File: src/rtl/c61_pkg.sv
// Shared widths and types for the c61 register-file operand fetch block.
package c61_pkg;

  localparam int DW    = 6;
  localparam int AW    = 3;
  localparam int OPW   = 4;
  localparam int NREGS = 2 ** AW;

  typedef logic [AW-1:0]  reg_idx_t;
  typedef logic [DW-1:0]  word_t;
  typedef logic [OPW-1:0] op_t;

  // Contents of the operand register handed to execute.
  typedef struct packed {
    word_t    a;
    word_t    b;
    reg_idx_t rw;
    logic     wen;
    op_t      op;
  } ex_bundle_t;

endpackage

File: src/rtl/regfile_opfetch_if.sv
// Decode, execute, writeback and regfile-port signals of regfile_opfetch.
interface regfile_opfetch_if;
  import c61_pkg::*;

  logic     dec_valid;
  logic     dec_ready;
  reg_idx_t dec_ra;
  reg_idx_t dec_rb;
  reg_idx_t dec_rw;
  logic     dec_wen;
  op_t      dec_op;

  reg_idx_t ra_sel;
  reg_idx_t rb_sel;
  word_t    ra;
  word_t    rb;
  reg_idx_t rw_sel;
  word_t    wd;
  logic     we;

  logic     ex_valid;
  logic     ex_ready;
  word_t    ex_a;
  word_t    ex_b;
  reg_idx_t ex_rw;
  logic     ex_wen;
  op_t      ex_op;

  logic     wb_valid;
  reg_idx_t wb_rw;
  word_t    wb_data;

  modport slave (
    input  dec_valid, dec_ra, dec_rb, dec_rw, dec_wen, dec_op,
    output dec_ready,
    output ra_sel, rb_sel, rw_sel, wd, we,
    input  ra, rb,
    output ex_valid, ex_a, ex_b, ex_rw, ex_wen, ex_op,
    input  ex_ready,
    input  wb_valid, wb_rw, wb_data
  );

  modport master (
    output dec_valid, dec_ra, dec_rb, dec_rw, dec_wen, dec_op,
    input  dec_ready,
    input  ra_sel, rb_sel, rw_sel, wd, we,
    output ra, rb,
    input  ex_valid, ex_a, ex_b, ex_rw, ex_wen, ex_op,
    output ex_ready,
    output wb_valid, wb_rw, wb_data
  );

endinterface

File: src/rtl/regfile_scoreboard.sv
// Busy bit per register: set on dispatch of a writer, cleared on commit.
module regfile_scoreboard
  import c61_pkg::*;
(
  input  logic     clk,
  input  logic     rst,
  input  logic     set_en,
  input  reg_idx_t set_idx,
  input  logic     clr_en,
  input  reg_idx_t clr_idx,
  input  reg_idx_t look_a,
  input  reg_idx_t look_b,
  input  reg_idx_t look_w,
  output logic     busy_a,
  output logic     busy_b,
  output logic     busy_w
);

  logic [NREGS-1:0] busy;

  // NOTE: state uses non-blocking assignments so every reader sees the pre-edge value.
  // Set is applied after clear: a new writer to a just-committed index stays busy.
  always_ff @(posedge clk) begin
    if (rst) begin
      busy <= '0;
    end else begin
      if (clr_en) busy[clr_idx] <= 1'b0;
      if (set_en) busy[set_idx] <= 1'b1;
    end
  end

  assign busy_a = busy[look_a];
  assign busy_b = busy[look_b];
  assign busy_w = busy[look_w];

endmodule

File: src/rtl/regfile_opfetch.sv
// Operand fetch, hazard stall and writeback commit in front of the c61 regfile.
// Define REGFILE_OPFETCH_BYPASS_EN to forward the commit register into operands.
module regfile_opfetch
  import c61_pkg::*;
(
  input  logic              clk,
  input  logic              rst,
  regfile_opfetch_if.slave  bus
);

  logic       pend_v;
  reg_idx_t   pend_rw;
  word_t      pend_data;
  logic       fwd_a;
  logic       fwd_b;
  logic       busy_a;
  logic       busy_b;
  logic       busy_w;
  logic       hz;
  logic       dispatch;
  word_t      opnd_a;
  word_t      opnd_b;
  logic       ex_valid_q;
  ex_bundle_t ex_q;

  // Commit register: one cycle between writeback arrival and the regfile write.
  always_ff @(posedge clk) begin
    if (rst) begin
      pend_v    <= 1'b0;
      pend_rw   <= '0;
      pend_data <= '0;
    end else begin
      pend_v <= bus.wb_valid;
      if (bus.wb_valid) begin
        pend_rw   <= bus.wb_rw;
        pend_data <= bus.wb_data;
      end
    end
  end

  assign bus.we     = pend_v;
  assign bus.rw_sel = pend_rw;
  assign bus.wd     = pend_data;

  assign bus.ra_sel = bus.dec_ra;
  assign bus.rb_sel = bus.dec_rb;

`ifdef REGFILE_OPFETCH_BYPASS_EN
  assign fwd_a = pend_v && (pend_rw == bus.dec_ra);
  assign fwd_b = pend_v && (pend_rw == bus.dec_rb);
`else
  assign fwd_a = 1'b0;
  assign fwd_b = 1'b0;
`endif

  regfile_scoreboard u_sb (
    .clk     (clk),
    .rst     (rst),
    .set_en  (dispatch && bus.dec_wen),
    .set_idx (bus.dec_rw),
    .clr_en  (pend_v),
    .clr_idx (pend_rw),
    .look_a  (bus.dec_ra),
    .look_b  (bus.dec_rb),
    .look_w  (bus.dec_rw),
    .busy_a  (busy_a),
    .busy_b  (busy_b),
    .busy_w  (busy_w)
  );

  // WAW looks at busy before this cycle's clear, so the commit must land first.
  assign hz = (busy_a && !fwd_a) || (busy_b && !fwd_b) || (bus.dec_wen && busy_w);

  assign bus.dec_ready = !hz && (!ex_valid_q || bus.ex_ready);
  assign dispatch      = bus.dec_valid && bus.dec_ready;

  assign opnd_a = fwd_a ? pend_data : bus.ra;
  assign opnd_b = fwd_b ? pend_data : bus.rb;

  always_ff @(posedge clk) begin
    if (rst) begin
      ex_valid_q <= 1'b0;
      ex_q       <= '0;
    end else if (dispatch) begin
      ex_valid_q <= 1'b1;
      ex_q.a     <= opnd_a;
      ex_q.b     <= opnd_b;
      ex_q.rw    <= bus.dec_rw;
      ex_q.wen   <= bus.dec_wen;
      ex_q.op    <= bus.dec_op;
    end else if (bus.ex_ready) begin
      ex_valid_q <= 1'b0;
    end
  end

  assign bus.ex_valid = ex_valid_q;
  assign bus.ex_a     = ex_q.a;
  assign bus.ex_b     = ex_q.b;
  assign bus.ex_rw    = ex_q.rw;
  assign bus.ex_wen   = ex_q.wen;
  assign bus.ex_op    = ex_q.op;

endmodule
File: src/flat_wrapper.sv
// flat-port wrapper written by rule: the top's interface ports become plain ports
module regfile_opfetch_flat import c61_pkg::*;
  (clk, rst, bus_dec_valid, bus_dec_ra, bus_dec_rb, bus_dec_rw, bus_dec_wen, bus_dec_op, bus_dec_ready, bus_ra_sel, bus_rb_sel, bus_rw_sel, bus_wd, bus_we, bus_ra, bus_rb, bus_ex_valid, bus_ex_a, bus_ex_b, bus_ex_rw, bus_ex_wen, bus_ex_op, bus_ex_ready, bus_wb_valid, bus_wb_rw, bus_wb_data);
  regfile_opfetch_if bus_i ();
  input  logic clk;
  input  logic rst;
  input wire logic [$bits(bus_i.dec_valid)-1:0] bus_dec_valid;
  input wire logic [$bits(bus_i.dec_ra)-1:0] bus_dec_ra;
  input wire logic [$bits(bus_i.dec_rb)-1:0] bus_dec_rb;
  input wire logic [$bits(bus_i.dec_rw)-1:0] bus_dec_rw;
  input wire logic [$bits(bus_i.dec_wen)-1:0] bus_dec_wen;
  input wire logic [$bits(bus_i.dec_op)-1:0] bus_dec_op;
  output wire logic [$bits(bus_i.dec_ready)-1:0] bus_dec_ready;
  output wire logic [$bits(bus_i.ra_sel)-1:0] bus_ra_sel;
  output wire logic [$bits(bus_i.rb_sel)-1:0] bus_rb_sel;
  output wire logic [$bits(bus_i.rw_sel)-1:0] bus_rw_sel;
  output wire logic [$bits(bus_i.wd)-1:0] bus_wd;
  output wire logic [$bits(bus_i.we)-1:0] bus_we;
  input wire logic [$bits(bus_i.ra)-1:0] bus_ra;
  input wire logic [$bits(bus_i.rb)-1:0] bus_rb;
  output wire logic [$bits(bus_i.ex_valid)-1:0] bus_ex_valid;
  output wire logic [$bits(bus_i.ex_a)-1:0] bus_ex_a;
  output wire logic [$bits(bus_i.ex_b)-1:0] bus_ex_b;
  output wire logic [$bits(bus_i.ex_rw)-1:0] bus_ex_rw;
  output wire logic [$bits(bus_i.ex_wen)-1:0] bus_ex_wen;
  output wire logic [$bits(bus_i.ex_op)-1:0] bus_ex_op;
  input wire logic [$bits(bus_i.ex_ready)-1:0] bus_ex_ready;
  input wire logic [$bits(bus_i.wb_valid)-1:0] bus_wb_valid;
  input wire logic [$bits(bus_i.wb_rw)-1:0] bus_wb_rw;
  input wire logic [$bits(bus_i.wb_data)-1:0] bus_wb_data;
  assign bus_i.dec_valid = bus_dec_valid;
  assign bus_i.dec_ra = bus_dec_ra;
  assign bus_i.dec_rb = bus_dec_rb;
  assign bus_i.dec_rw = bus_dec_rw;
  assign bus_i.dec_wen = bus_dec_wen;
  assign bus_i.dec_op = bus_dec_op;
  assign bus_dec_ready = bus_i.dec_ready;
  assign bus_ra_sel = bus_i.ra_sel;
  assign bus_rb_sel = bus_i.rb_sel;
  assign bus_rw_sel = bus_i.rw_sel;
  assign bus_wd = bus_i.wd;
  assign bus_we = bus_i.we;
  assign bus_i.ra = bus_ra;
  assign bus_i.rb = bus_rb;
  assign bus_ex_valid = bus_i.ex_valid;
  assign bus_ex_a = bus_i.ex_a;
  assign bus_ex_b = bus_i.ex_b;
  assign bus_ex_rw = bus_i.ex_rw;
  assign bus_ex_wen = bus_i.ex_wen;
  assign bus_ex_op = bus_i.ex_op;
  assign bus_i.ex_ready = bus_ex_ready;
  assign bus_i.wb_valid = bus_wb_valid;
  assign bus_i.wb_rw = bus_wb_rw;
  assign bus_i.wb_data = bus_wb_data;
  regfile_opfetch u_core (.clk(clk), .rst(rst), .bus(bus_i));
endmodule
File: config.mk
export PLATFORM = sky130hd
export DESIGN_NAME = regfile_opfetch_flat
export DESIGN_NICKNAME = d
export VERILOG_FILES = /design/src/rtl/c61_pkg.sv /design/src/rtl/regfile_opfetch_if.sv /design/src/rtl/regfile_scoreboard.sv /design/src/rtl/regfile_opfetch.sv /design/src/flat_wrapper.sv
export SDC_FILE = /design/constraint.sdc
export NUM_CORES = 1
export LEC_CHECK = 0
export ABC_AREA = 1
export ABC_CLOCK_PERIOD_IN_PS = 2000
export CORE_MARGIN = 10
export CORE_UTILIZATION = 43
export CTS_CLUSTER_SIZE = 30
export DETAILED_ROUTE_END_ITERATION = 10
export PLACE_DENSITY = 0.87
export REMOVE_ABC_BUFFERS = 1
export SKIP_LAST_GASP = 1
export SLEW_MARGIN = 20
export SYNTH_ARGS = -nofsm -noshare
export SYNTH_HDL_FRONTEND = slang
export SYNTH_HIERARCHICAL = 1
export SYNTH_SLANG_ARGS = --single-unit
export TNS_END_PERCENT = 50
File: constraint.sdc
create_clock -name clk -period 2 [get_ports clk]
set_clock_uncertainty 0.1 [all_clocks]
set_input_delay 0.2 -clock clk [delete_from_list [all_inputs] [get_ports clk]]
set_output_delay 0.2 -clock clk [all_outputs]
set_load 0.005 [all_outputs]
==> parameters.txt, run 1 <==
Parameter                              Value

Floorplanning
  I/O pins ... 78
  Chip width ... 87.0 um
  Row count ... 24
  Area of the die ... 7570 um2
  Height of the die ... 87.0 um
  Core outline area ... 4350 um2
  Starting density of the core ... 44.3%

Finish
  Diodes inserted ... 0
  Number of cells in the finished layout apart from fillers ... 439
  Fraction of layout cells with a size suffix above 1 ... 7.49%
  Number of nets at the end of the flow ... 426
  Area growth from synthesis to final layout ... 46.7%

Pwr
  Leak Pwr ... 1.39 nW
  PwrDens ... 656 nW/um2
  Worst IR Drop VDD ... 0.483 mV

Clocking
  Cell chosen for the clock root ... sky130_fd_sc_hd__clkbuf_8
  Number of buffers added for setup after CTS ... 0
  Clock tree from TritonCTS ... done
  Hold buffer count at cts ... 0
  Clock sink total ... 39
  Number of H-tree levels ... 2
  Total clock buffers created by CTS ... 5
  Buffer depth of the longest clock path ... 2
  Register clock-pin slew on the reported worst setup and hold paths ... 0.07 ns
  Worst skew pair latency ... 0.28 ns

Yosys
  Leading post-synthesis cells by cell area ... sky130_fd_sc_hd__dfxtp_1, sky130_fd_sc_hd__nand2_1, sky130_fd_sc_hd__nor2_1, sky130_fd_sc_hd__inv_1, sky130_fd_sc_hd__o21ai_0
  FF+latch count, synth ... 39
  Distinct cell type count of the synthesized netlist ... 20
  Cell with the most instances after synthesis ... sky130_fd_sc_hd__nand2_1
  Cell type with the largest total area after synthesis ... sky130_fd_sc_hd__dfxtp_1
  Ranking of synthesized cells by instance count ... sky130_fd_sc_hd__nand2_1, sky130_fd_sc_hd__nor2_1, sky130_fd_sc_hd__inv_1, sky130_fd_sc_hd__dfxtp_1, sky130_fd_sc_hd__o21ai_0
  Number of synthesized flops with an enable pin ... 0
  Post-Synthesis Cell Area ... 1930 um2
  Yosys warning count ... 6
  Synthesized area divided by synthesized cell count ... 6.29 um2
  Top-area cell type share of the netlist area ... 40.4%
  FFs w/ async S/R, synth ... 0%
  Commonest register cell after synthesis ... sky130_fd_sc_hd__dfxtp_1
  Synth Instances ... 307
  Sequential cell area fraction in the yosys report ... 40.4%

Placed design
  Detailed placer's ending HPWL ... 4220 um
  Number of buffer cells added on primary ports ... 77
  Dpl cells ... 431
  GP Congestion ... 0.865

Status
  Run status ... completed

Critical path
  Crit path kind ... register to output pin
  Crit path arrival time ... 1.53 ns
  Worst Setup Start Kind ... register
  Maximum fanout along the worst path ... 3
  CP endpoint kind ... output pin
  Required time of the critical path ... 1.70 ns

Timing
  Achievable Freq ... 548 MHz
  Share of the cycle needed by the critical path after routing ... 91.3%
  Final period demand of the worst path ... 1.83 ns
  Final setup violating endpoints ... 0
  Actual transition at the worst max-transition pin ... 0.828 ns
  Unrepaired setup endpoints after global routing ... false
  Max transition margin ... 44.8%
  Final worst hold slack ... 0.365 ns
  Final hold violation count ... 0
  Final count of pins violating max slew ... 0

Routing
  Total number of vias ... 2017
  Number of optimization iterations in the first detailed-route pass ... 4
  Overall routed net length ... 5510 um
  Antenna-violating nets left ... 0
  Post-DR vias/cell ... 4.59
  DRC ... 0
  Starting DRC count in detailed routing ... 89
  Average wire length per cell after detail routing ... 12.5 um

Global route
  Busiest grt layer ... met2
  Antenna violations before repair ... 0
  Total routing resource utilization after global routing ... 14.3%
  Vias in the first global route ... 1976
  Overflow left after global routing ... 0
  First-pass GRT wire length ... 8880 um
  Met2 Use GR ... 25.7%
  Met1 Resource Use GR ... 14.8%
  Pin count of the biggest net entering global routing ... 30
  Met3 layer usage reported by global route ... 6.18%

Worst hold path
  Type of the worst min-delay path ... register to register

Run
  Max-cap violation count ... 0
[critical path: stages, from the launching register on]
cell and delay [ns]:
sky130_fd_sc_hd__dfxtp_1 0.31, sky130_fd_sc_hd__inv_1 0.10, sky130_fd_sc_hd__nand2_1 0.07, sky130_fd_sc_hd__nand3_1 0.09, sky130_fd_sc_hd__nand2_1 0.05, sky130_fd_sc_hd__nand2_1 0.05, sky130_fd_sc_hd__nand2_1 0.09, sky130_fd_sc_hd__nor2_4 0.09
sky130_fd_sc_hd__nand2_1 0.06, sky130_fd_sc_hd__a21oi_1 0.11, sky130_fd_sc_hd__clkdlybuf4s15_1 0.22
[report_power, final]
part / internal [mW] / leakage [nW] / switching (mW)
logic: 0.271 / 1.02 / 0.221
registers: 0.838 / 0.321 / 0.0352
clock network: 0.244 / 0.0422 / 0.248
total: 1.35 / 1.39 / 0.505
[sequential cells by signal (all words and copies together) (netlist names)]
register and count:
u_core/bus.ex_a 6, u_core/bus.ex_b 6, u_core/bus.ex_op 4, u_core/bus.ex_rw 3
u_core/bus.ex_valid 1, u_core/bus.ex_wen 1, u_core/bus.rw_sel 3, u_core/bus.wd 6
u_core/bus.we 1, u_core/u_sb/busy 8
[final cells by class]
type                       count  area [um2]
sequential                    39         781
clock inverter                 1        5.00
fill                         399        1520
inverter                      50         188
timing repair buffer          88         860
multi-input combinational    202         857
clock buffer                   7        76.3
tap                           52        65.1
[per-layer routing]
layer,wire length (um),share of wire (%)
met5,0,0
met4,15,0.27
met3,550,10
met2,2740,50
met1,2200,40
[cell usage in the layout (no fill, tap or decap)]
| cell | netlist | routed |
|---|---|---|
| sky130_fd_sc_hd__buf_4 | 6 | 10 |
| sky130_fd_sc_hd__dfxtp_1 | 39 | 39 |
| sky130_fd_sc_hd__a21oi_2 | 1 | 1 |
| sky130_fd_sc_hd__a21oi_1 | 9 | 9 |
| sky130_fd_sc_hd__dlygate4sd2_1 | 0 | 5 |
| sky130_fd_sc_hd__clkdlybuf4s50_1 | 0 | 71 |
| sky130_fd_sc_hd__nand2_1 | 94 | 94 |
| sky130_fd_sc_hd__clkbuf_8 | 0 | 5 |
| sky130_fd_sc_hd__nand2_2 | 1 | 1 |
| sky130_fd_sc_hd__nand4_4 | 1 | 1 |
| sky130_fd_sc_hd__clkinv_2 | 0 | 1 |
| sky130_fd_sc_hd__clkinv_1 | 1 | 1 |
| sky130_fd_sc_hd__buf_12 | 0 | 1 |
| sky130_fd_sc_hd__nor2_4 | 1 | 1 |
| sky130_fd_sc_hd__nor2_1 | 60 | 60 |
| sky130_fd_sc_hd__inv_1 | 44 | 41 |
| sky130_fd_sc_hd__clkbuf_1 | 1 | 2 |
| sky130_fd_sc_hd__o21ai_0 | 14 | 14 |
| sky130_fd_sc_hd__nand4_1 | 9 | 9 |
| sky130_fd_sc_hd__nand3_1 | 12 | 12 |
| sky130_fd_sc_hd__inv_2 | 5 | 8 |
| sky130_fd_sc_hd__clkdlybuf4s15_1 | 0 | 1 |
[logic make-up (layout without fill, tap and decap cells)]
group	Yosys count	after routing	synth area share, %
flip-flops	39	39	40.4
AND/OR/NAND/NOR	178	178	38.0
buffers and inverters	66	146	15.2
AO/OA/AOI/OAI	24	24	6.42
[stage by stage]
step / utilization [%] / setup TNS [ns] / total power [mW] / area [um2] / setup slack [ns]
floorplan: - / 0 / 1.08 / 1830 / 0.444
global placement: 63.3 / -1.64 / 1.37 / 2760 / -0.200
detailed placement: 63.3 / -3.05 / 1.39 / 2760 / -0.242
CTS: 65.0 / 0 / 1.89 / 2830 / 0.133
global route: 65.0 / 0 / 1.98 / 2830 / 0.000484
finish: 65.0 / 0 / 1.86 / 2830 / 0.175
[path summary, 6_finish.rpt]
check,from,endpoint,slack (ns),depth (start not counted)
setup / recovery,u_core/u_sb/busy[7],bus_dec_ready,0.17,10
hold / removal,u_core/bus.ex_wen,u_core/bus.ex_wen,0.37,2
setup reg to reg,u_core/u_sb/busy[7],u_core/u_sb/busy[4],0.21,13
hold reg to reg,u_core/bus.ex_wen,u_core/bus.ex_wen,0.37,2
[repair_timing]
item | 4_1_cts | 5_1_grt
cloned | 0 | 0
resized for setup | 6 | 4
endpoints found under the hold margin | 0 | 0
setup endpoints to repair | 1 | 1
Power figures use the tool's default switching activity.
==> run 2, diff against run 1 <==
--- a/config.mk
+++ b/config.mk
@@ -6,12 +6,12 @@
 export NUM_CORES = 1
 export LEC_CHECK = 0
 export ABC_AREA = 1
-export ABC_CLOCK_PERIOD_IN_PS = 2000
+export ABC_CLOCK_PERIOD_IN_PS = 2200
 export CORE_MARGIN = 10
-export CORE_UTILIZATION = 43
+export CORE_UTILIZATION = 46
 export CTS_CLUSTER_SIZE = 30
 export DETAILED_ROUTE_END_ITERATION = 10
-export PLACE_DENSITY = 0.87
+export PLACE_DENSITY = 0.92
 export REMOVE_ABC_BUFFERS = 1
 export SKIP_LAST_GASP = 1
 export SLEW_MARGIN = 20
==> constraint.sdc (replaced) <==
create_clock -name clk -period 2.2 [get_ports clk]
set_clock_uncertainty 0.1 [all_clocks]
set_input_delay 0.22 -clock clk [delete_from_list [all_inputs] [get_ports clk]]
set_output_delay 0.22 -clock clk [all_outputs]
set_load 0.005 [all_outputs]
==> run 2 against run 1 <==
  * Sequential share of layout area did not move
  * Critical path depth up 3
  * Clock power is 8.1% lower
  * Setup slack better by 0.19 ns
  * First-iteration DRC count rose by 71%
  * Largest cell class unchanged
  * Largest power group unchanged
  * Highest routed layer unchanged
==> parameters.txt, run 2 (synthesis gave the netlist of run 1 again) <==
Parameter                              Value

Floorplanning
  Chip width ... 84.8 um (-2.6%)
  Row count ... 23 (-4.2%)
  Area of the die ... 7190 um2 (-5.0%)
  Height of the die ... 84.8 um (-2.6%)
  Core outline area ... 4030 um2 (-7.5%)
  Starting density of the core ... 47.9% (+3.6 points)
  I/O pins ... 78 (unchanged)

Global route
  Total routing resource utilization after global routing ... 15.0% (+0.69 points)
  Met2 Use GR ... 24.8% (-0.87 points)
  Met1 Resource Use GR ... 16.4% (+1.7 points)
  Vias in the first global route ... 1983 (+0.35%)
  Busiest grt layer ... met2
  Pin count of the biggest net entering global routing ... 30 (unchanged)
  Overflow left after global routing ... 0 (unchanged)
  Antenna violations before repair ... 0 (unchanged)
  First-pass GRT wire length ... 9070 um (+2.2%)
  Met3 layer usage reported by global route ... 7.63% (+1.5 points)

Worst hold path
  Type of the worst min-delay path ... primary input to register

Finish
  Most common cell after layout, fill and taps aside ... sky130_fd_sc_hd__nand2_1
  Leading cell types in the layout, fill and taps excluded ... sky130_fd_sc_hd__nand2_1, sky130_fd_sc_hd__clkdlybuf4s50_1, sky130_fd_sc_hd__nor2_1, sky130_fd_sc_hd__inv_1, sky130_fd_sc_hd__dfxtp_1
  Number of cells in the finished layout apart from fillers ... 435 (-0.91%)
  Number of nets at the end of the flow ... 424 (-0.47%)
  Register with the highest flop count ... u_core/u_sb/busy
  Finished layout cell area ... 2830 um2 (unchanged)
  Diodes inserted ... 0 (unchanged)
  Fill cells ... 342 (-14%)
  Area growth from synthesis to final layout ... 46.7% (unchanged)
  Fraction of layout cells with a size suffix above 1 ... 6.23% (-1.3 points)
  Flip-flop count of the largest register, all copies and words added ... 8 (unchanged)

Clocking
  Number of buffers added for setup after CTS ... 0 (unchanged)
  Number of H-tree levels ... 2 (unchanged)
  Register clock-pin slew on the reported worst setup and hold paths ... 0.07 ns (about the same)
  Hold buffer count at cts ... 0 (unchanged)
  Clock sink total ... 39 (unchanged)
  Total clock buffers created by CTS ... 5 (unchanged)
  Buffer depth of the longest clock path ... 2 (unchanged)
  Clock tree from TritonCTS ... done
  Worst skew pair latency ... 0.28 ns (about the same)
  Cell chosen for the clock root ... sky130_fd_sc_hd__clkbuf_8

Placed design
  GP Congestion ... 0.824 (-4.8%)
  Detailed placer's ending HPWL ... 4260 um (+0.98%)
  Instance area at placement ... 2750 um2 (-0.18%)
  Dpl cells ... 427 (-0.93%)
  Worst-case setup slack after placement ... -0.106 ns (+0.135 ns)
  Number of buffer cells added on primary ports ... 77 (unchanged)

Timing
  Final count of pins violating max slew ... 0 (unchanged)
  Actual transition at the worst max-transition pin ... 0.829 ns (+0.00144 ns)
  Share of the cycle needed by the critical path after routing ... 83.6%
  Min setup slack post-route ... 0.361 ns (+0.186 ns)
  Unrepaired setup endpoints after global routing ... false
  Max transition margin ... 44.7% (-0.096 points)
  Final setup violating endpoints ... 0 (unchanged)
  Final period demand of the worst path ... 1.84 ns
  Achievable Freq ... 544 MHz
  Final hold violation count ... 0 (unchanged)
  Post-route setup TNS ... 0 ns (unchanged)

Pwr
  Total power ... 1.69 mW (-8.9%)
  PwrDens ... 598 nW/um2 (-8.9%)
  Worst IR Drop VDD ... 0.417 mV (-14%)
  Leak Pwr ... 1.40 nW (+0.96%)

Critical path
  CP endpoint kind ... register
  Crit path arrival time ... 1.96 ns (+0.43 ns)
  Worst Setup Start Kind ... register
  Setup slack on the worst flop-to-flop path ... 0.36 ns (+0.15 ns)
  Crit path kind ... register to register
  Maximum fanout along the worst path ... 8 (+5)
  Required time of the critical path ... 2.32 ns (+0.62 ns)

Routing
  Overall routed net length ... 5480 um (-0.47%)
  Average wire length per cell after detail routing ... 12.6 um (+0.44%)
  Number of optimization iterations in the first detailed-route pass ... 4 (unchanged)
  Total number of vias ... 2043 (+1.3%)
  Starting DRC count in detailed routing ... 152 (+71%)
  Post-DR vias/cell ... 4.70 (+2.2%)
  Antenna-violating nets left ... 0 (unchanged)
  DRC ... 0 (unchanged)

Run
  Max-cap violation count ... 0 (unchanged)

Status
  Run status ... completed
==> run 2: changes by cell type in the layout (fill, tap and decap cells not counted) <==
cell / change
sky130_fd_sc_hd__clkdlybuf4s50_1: -1
sky130_fd_sc_hd__dlymetal6s2s_1: +2
sky130_fd_sc_hd__buf_12: +1
sky130_fd_sc_hd__inv_2: -3
sky130_fd_sc_hd__buf_4: -3
sky130_fd_sc_hd__clkdlybuf4s15_1: -1
sky130_fd_sc_hd__inv_1: +3
==> run 2: cell type report <==
type                            instances  area [um2]  share of cell area, %
Timing Repair Buffer                   86         862                   30.4
Clock inverter                          1        5.00                  0.177
Sequential cell                        39         781                   27.6
Tap cell                               50        62.6                   2.21
Inverter                               50         188                   6.63
Multi-Input combinational cell        202         857                   30.3
Clock buffer                            7        76.3                   2.70
==> run 2: worst max-delay path, cell delays in order, from the launching register on <==
cell and delay, ns:
sky130_fd_sc_hd__dfxtp_1 0.31, sky130_fd_sc_hd__inv_1 0.11, sky130_fd_sc_hd__nand2_1 0.07, sky130_fd_sc_hd__nand3_1 0.10, sky130_fd_sc_hd__nand2_1 0.07, sky130_fd_sc_hd__nand2_1 0.06, sky130_fd_sc_hd__nand2_1 0.08, sky130_fd_sc_hd__nor2_4 0.11
sky130_fd_sc_hd__nand2_1 0.07, sky130_fd_sc_hd__inv_1 0.05, sky130_fd_sc_hd__nand4_1 0.11, sky130_fd_sc_hd__inv_1 0.22, sky130_fd_sc_hd__nand4_1 0.16, sky130_fd_sc_hd__a21oi_2 0.15
==> run 2: through the flow <==
step	hold slack, ns	utilization (%)
after floorplan	0.182	-
after global placement	0.349	68.3
after detailed placement	0.351	68.3
after CTS	0.320	70.2
after global routing	0.354	70.3
final	0.321	70.3
==> run 2: power by group <==
group / total (mW) / internal, mW / switching, mW
clock: 0.453 / 0.222 / 0.230
sequential: 0.793 / 0.762 / 0.0315
combinational: 0.448 / 0.248 / 0.200
total: 1.69 / 1.23 / 0.462
==> run 2: worst paths after layout <==
kind | start | endpoint | cells past startpoint
min reg2reg | u_core/u_sb/busy[4] | u_core/u_sb/busy[4] | 2
min | bus_dec_rw[1] | u_core/bus.ex_rw[1] | 3
max reg2reg | u_core/u_sb/busy[3] | u_core/u_sb/busy[2] | 13
max | u_core/u_sb/busy[3] | u_core/u_sb/busy[2] | 13
==> run 2: per-layer routing <==
layer / vias up / share of wire [%]
li1: 1074 / -
met1: 898 / 42
met2: 65 / 47
met3: 6 / 10
met4: 0 / 1.0
met5: - / 0
==> run 2: what timing repair did <==
item                       4_1_cts  5_1_grt
setup endpoints to repair        1        1
gates resized for setup          5        2
hold endpoints to repair         0        0
==> run 3, diff against run 2 <==
--- a/config.mk
+++ b/config.mk
@@ -6,12 +6,12 @@
 export NUM_CORES = 1
 export LEC_CHECK = 0
 export ABC_AREA = 1
-export ABC_CLOCK_PERIOD_IN_PS = 2200
+export ABC_CLOCK_PERIOD_IN_PS = 1600
 export CORE_MARGIN = 10
-export CORE_UTILIZATION = 46
+export CORE_UTILIZATION = 39
 export CTS_CLUSTER_SIZE = 30
 export DETAILED_ROUTE_END_ITERATION = 10
-export PLACE_DENSITY = 0.92
+export PLACE_DENSITY = 0.83
 export REMOVE_ABC_BUFFERS = 1
 export SKIP_LAST_GASP = 1
 export SLEW_MARGIN = 20
==> constraint.sdc (replaced) <==
create_clock -name clk -period 1.6 [get_ports clk]
set_clock_uncertainty 0.1 [all_clocks]
set_input_delay 0.16 -clock clk [delete_from_list [all_inputs] [get_ports clk]]
set_output_delay 0.16 -clock clk [all_outputs]
set_load 0.005 [all_outputs]
==> run 3 against run 2 <==
  * Clock power increased by 70%
  * Critical endpoint is now u_core/u_sb/busy[1]
  * Count of clock-buffer cells in the layout is 1 lower
  * The flow now finishes with violations (negative setup slack)
  * Register-to-register slack worse by 0.49 ns
  * Routed wire length up 2.8%
  * Critical path type unchanged
  * Via count grew 1.4%
==> parameters.txt, run 3 (synthesis gave the netlist of run 1 again) <==
Parameter                              Value

Status
  Run status ... finished, violations left
  Failing checks ... negative setup slack

Routing
  Number of optimization iterations in the first detailed-route pass ... 5 (+1)
  Average wire length per cell after detail routing ... 12.4 um (-1.7%)
  DRC ... 0 (unchanged)
  Total number of vias ... 2072 (+1.4%)
  Antenna-violating nets left ... 0 (unchanged)
  Starting DRC count in detailed routing ... 138 (-9.2%)
  Post-DR vias/cell ... 4.55 (-3.0%)
  Overall routed net length ... 5630 um (+2.8%)

Critical path
  Crit path arrival time ... 1.83 ns (-0.13 ns)
  CP cell instances ... inv_2 > nand2_2 > nand3_2 > nand2_1 > nand2_1 > nand2_2 > nor2_4 > nand2_2 > inv_2 > nand4_1 > inv_2 > nand4_1 > a21oi_1
  Crit path kind ... register to register
  CP max stage delay ... 0.34 ns (+0.03 ns)
  Maximum fanout along the worst path ... 8 (unchanged)
  Largest delay share family, worst path ... simple AND/OR/NAND/NOR gates
  CP endpoint kind ... register
  Cell type of the slowest stage on the worst timing path ... sky130_fd_sc_hd__dfxtp_2
  Required time of the critical path ... 1.71 ns (-0.61 ns)
  Worst Setup Start Kind ... register
  Setup slack on the worst flop-to-flop path ... -0.13 ns (-0.49 ns)
  Critical path buffers and inverters ... 3 (unchanged)

Finish
  Flip-flop count of the largest register, all copies and words added ... 8 (unchanged)
  Fraction of layout cells with a size suffix above 1 ... 15.5% (+9.2 points)
  Sequential cell area ... 791 um2 (+1.3%)
  Fill cells ... 444 (+30%)
  Number of nets at the end of the flow ... 428 (+0.94%)
  Most common cell after layout, fill and taps aside ... sky130_fd_sc_hd__nand2_1
  Leading cell types in the layout, fill and taps excluded ... sky130_fd_sc_hd__nand2_1, sky130_fd_sc_hd__clkdlybuf4s50_1, sky130_fd_sc_hd__nor2_1, sky130_fd_sc_hd__inv_1, sky130_fd_sc_hd__dfxtp_1
  Area growth from synthesis to final layout ... 52.9%
  Number of cells in the finished layout apart from fillers ... 455 (+4.6%)
  Area of the multi-input gates ... 901 um2 (+5.1%)
  Register with the highest flop count ... u_core/u_sb/busy
  Diodes inserted ... 0 (unchanged)

Timing
  Share of the cycle needed by the critical path after routing ... 108% (+24 points)
  Final worst hold slack ... 0.354 ns (+0.0329 ns)
  Min setup slack post-route ... -0.125 ns (-0.486 ns)
  Max transition margin ... 82.6% (+38 points)
  Achievable Freq ... 580 MHz (+6.6%)
  Actual transition at the worst max-transition pin ... 0.260 ns (-0.569 ns)
  Unrepaired setup endpoints after global routing ... true
  Final count of pins violating max slew ... 0 (unchanged)
  Post-route setup TNS ... -1.69 ns (-1.69 ns)
  Final period demand of the worst path ... 1.73 ns (-0.114 ns)
  Final setup violating endpoints ... 29 (+29)
  Final hold violation count ... 0 (unchanged)

Global route
  Antenna violations before repair ... 0 (unchanged)
  First-pass GRT wire length ... 9320 um (+2.7%)
  Total routing resource utilization after global routing ... 13.4% (-1.6 points)
  Pin count of the biggest net entering global routing ... 22 (-27%)
  Vias in the first global route ... 2006 (+1.2%)
  Overflow left after global routing ... 0 (unchanged)

Placed design
  Dpl cells ... 447 (+4.7%)
  Number of buffer cells added on primary ports ... 77 (unchanged)
  GP Congestion ... 0.850 (+3.1%)
  Detailed placer's ending HPWL ... 4370 um (+2.6%)

Floorplanning
  Core outline area ... 4750 um2 (+18%)
  I/O pins ... 78 (unchanged)
  Row count ... 25 (+8.7%)
  Starting density of the core ... 40.6% (-7.3 points)
  Area of the die ... 8160 um2 (+14%)
  Chip width ... 90.4 um (+6.6%)
  Height of the die ... 90.4 um (+6.6%)

Pwr
  PwrDens ... 847 nW/um2 (+42%)
  Switch share ... 25.7% (-1.6 points)
  Internal power of the cells ... 1.86 mW (+51%)
  Part of the total power dissipated in the clock network ... 30.7% (+4.0 points)
  Share of power burned in combinational logic ... 25.6% (-0.8 points)
  Switching component of the power ... 642 uW (+39%)
  Leak Pwr ... 1.42 nW (+1.4%)
  Worst IR Drop VDD ... 0.514 mV (+23%)
  Total power ... 2.50 mW (+48%)
  Sequential group share of total power ... 43.7% (-3.1 points)

Run
  Max-cap violation count ... 0 (unchanged)

Clocking
  Total clock buffers created by CTS ... 5 (unchanged)
  Clock tree from TritonCTS ... done
  Number of H-tree levels ... 2 (unchanged)
  Register clock-pin slew on the reported worst setup and hold paths ... 0.07 ns (about the same)
  Clock sink total ... 39 (unchanged)
  Buffer depth of the longest clock path ... 2 (unchanged)
  Worst skew pair latency ... 0.28 ns (about the same)
  Cell chosen for the clock root ... sky130_fd_sc_hd__clkbuf_8

Worst hold path
  Type of the worst min-delay path ... primary input to register
## run 3: cell types whose count changed in the layout (fill, tap and decap cells not counted), moves of 2 or more
| cell | previous run | this run |
|---|---|---|
| sky130_fd_sc_hd__buf_4 | 7 | 10 |
| sky130_fd_sc_hd__dfxtp_1 | 39 | 31 |
| sky130_fd_sc_hd__dfxtp_2 | 0 | 8 |
| sky130_fd_sc_hd__dlymetal6s2s_1 | 2 | 0 |
| sky130_fd_sc_hd__inv_1 | 44 | 34 |
| sky130_fd_sc_hd__inv_2 | 5 | 14 |
| sky130_fd_sc_hd__nand2_1 | 94 | 86 |
| sky130_fd_sc_hd__nand2_2 | 1 | 9 |
| sky130_fd_sc_hd__nand3_1 | 12 | 8 |
| sky130_fd_sc_hd__nand3_2 | 0 | 4 |
## run 3: power by group through the flow
stage / Sequential, mW / Clock [mW] / Combinational, mW
finish: 1.09 / 0.768 / 0.640
global route: 1.10 / 0.832 / 0.719
CTS: 1.09 / 0.803 / 0.640
detailed placement: 1.11 / 0 / 0.637
global placement: 1.11 / 0 / 0.622
floorplan: 1.12 / 0 / 0.232
## run 3: stage by stage
step	utilization (%)	worst slack [ns]	instance area, um2
floorplan	-	0.0443	1830
global placement	58.8	-0.514	2800
detailed placement	58.8	-0.566	2800
CTS	61.1	-0.0504	2910
global route	62.1	-0.248	2950
finish	62.1	-0.125	2950
## run 3: worst reg2reg max path, cell delays in order (launching register included)
cell                      delay (ns)
sky130_fd_sc_hd__dfxtp_2        0.34
sky130_fd_sc_hd__inv_2          0.09
sky130_fd_sc_hd__nand2_2        0.06
sky130_fd_sc_hd__nand3_2        0.06
sky130_fd_sc_hd__nand2_1        0.06
sky130_fd_sc_hd__nand2_1        0.08
sky130_fd_sc_hd__nand2_2        0.07
sky130_fd_sc_hd__nor2_4         0.12
sky130_fd_sc_hd__nand2_2        0.07
sky130_fd_sc_hd__inv_2          0.04
sky130_fd_sc_hd__nand4_1        0.12
sky130_fd_sc_hd__inv_2          0.16
sky130_fd_sc_hd__nand4_1        0.14
sky130_fd_sc_hd__a21oi_1        0.16
## run 3: routing by layer
metal	global-route usage (%)	vias up	routed length, um
li1	-	1079	-
met1	15.3	923	2450
met2	23.4	66	2760
met3	4.74	4	376
met4	3.32	0	46
met5	0	-	0
## run 3: worst paths after layout
kind                  startpoint                  end  cells after the start
max          u_core/u_sb/busy[0]  u_core/u_sb/busy[1]                     13
min                    bus_rb[1]   u_core/bus.ex_b[1]                      3
max reg2reg  u_core/u_sb/busy[0]  u_core/u_sb/busy[1]                     13
min reg2reg    u_core/bus.ex_wen    u_core/bus.ex_wen                      2
## run 3: timing repair
| item | CTS | global route |
|---|---|---|
| hold buffers | 0 | 0 |
| endpoints found under the setup margin | 30 | 31 |
| pin swaps | 16 | 16 |
| buffers inserted | 1 | 0 |
| hold endpoints to repair | 0 | 0 |
| gates resized for setup | 23 | 20 |
## run 3: final cells by class
cell class	count	share of cell area [%]
multi-input cells	202	30.5
clock buffers	6	2.46
flip-flops and latches	39	26.8
clock inverters	1	1.02
inverters	50	6.44
repair buffers	90	30.0
well taps	67	2.84
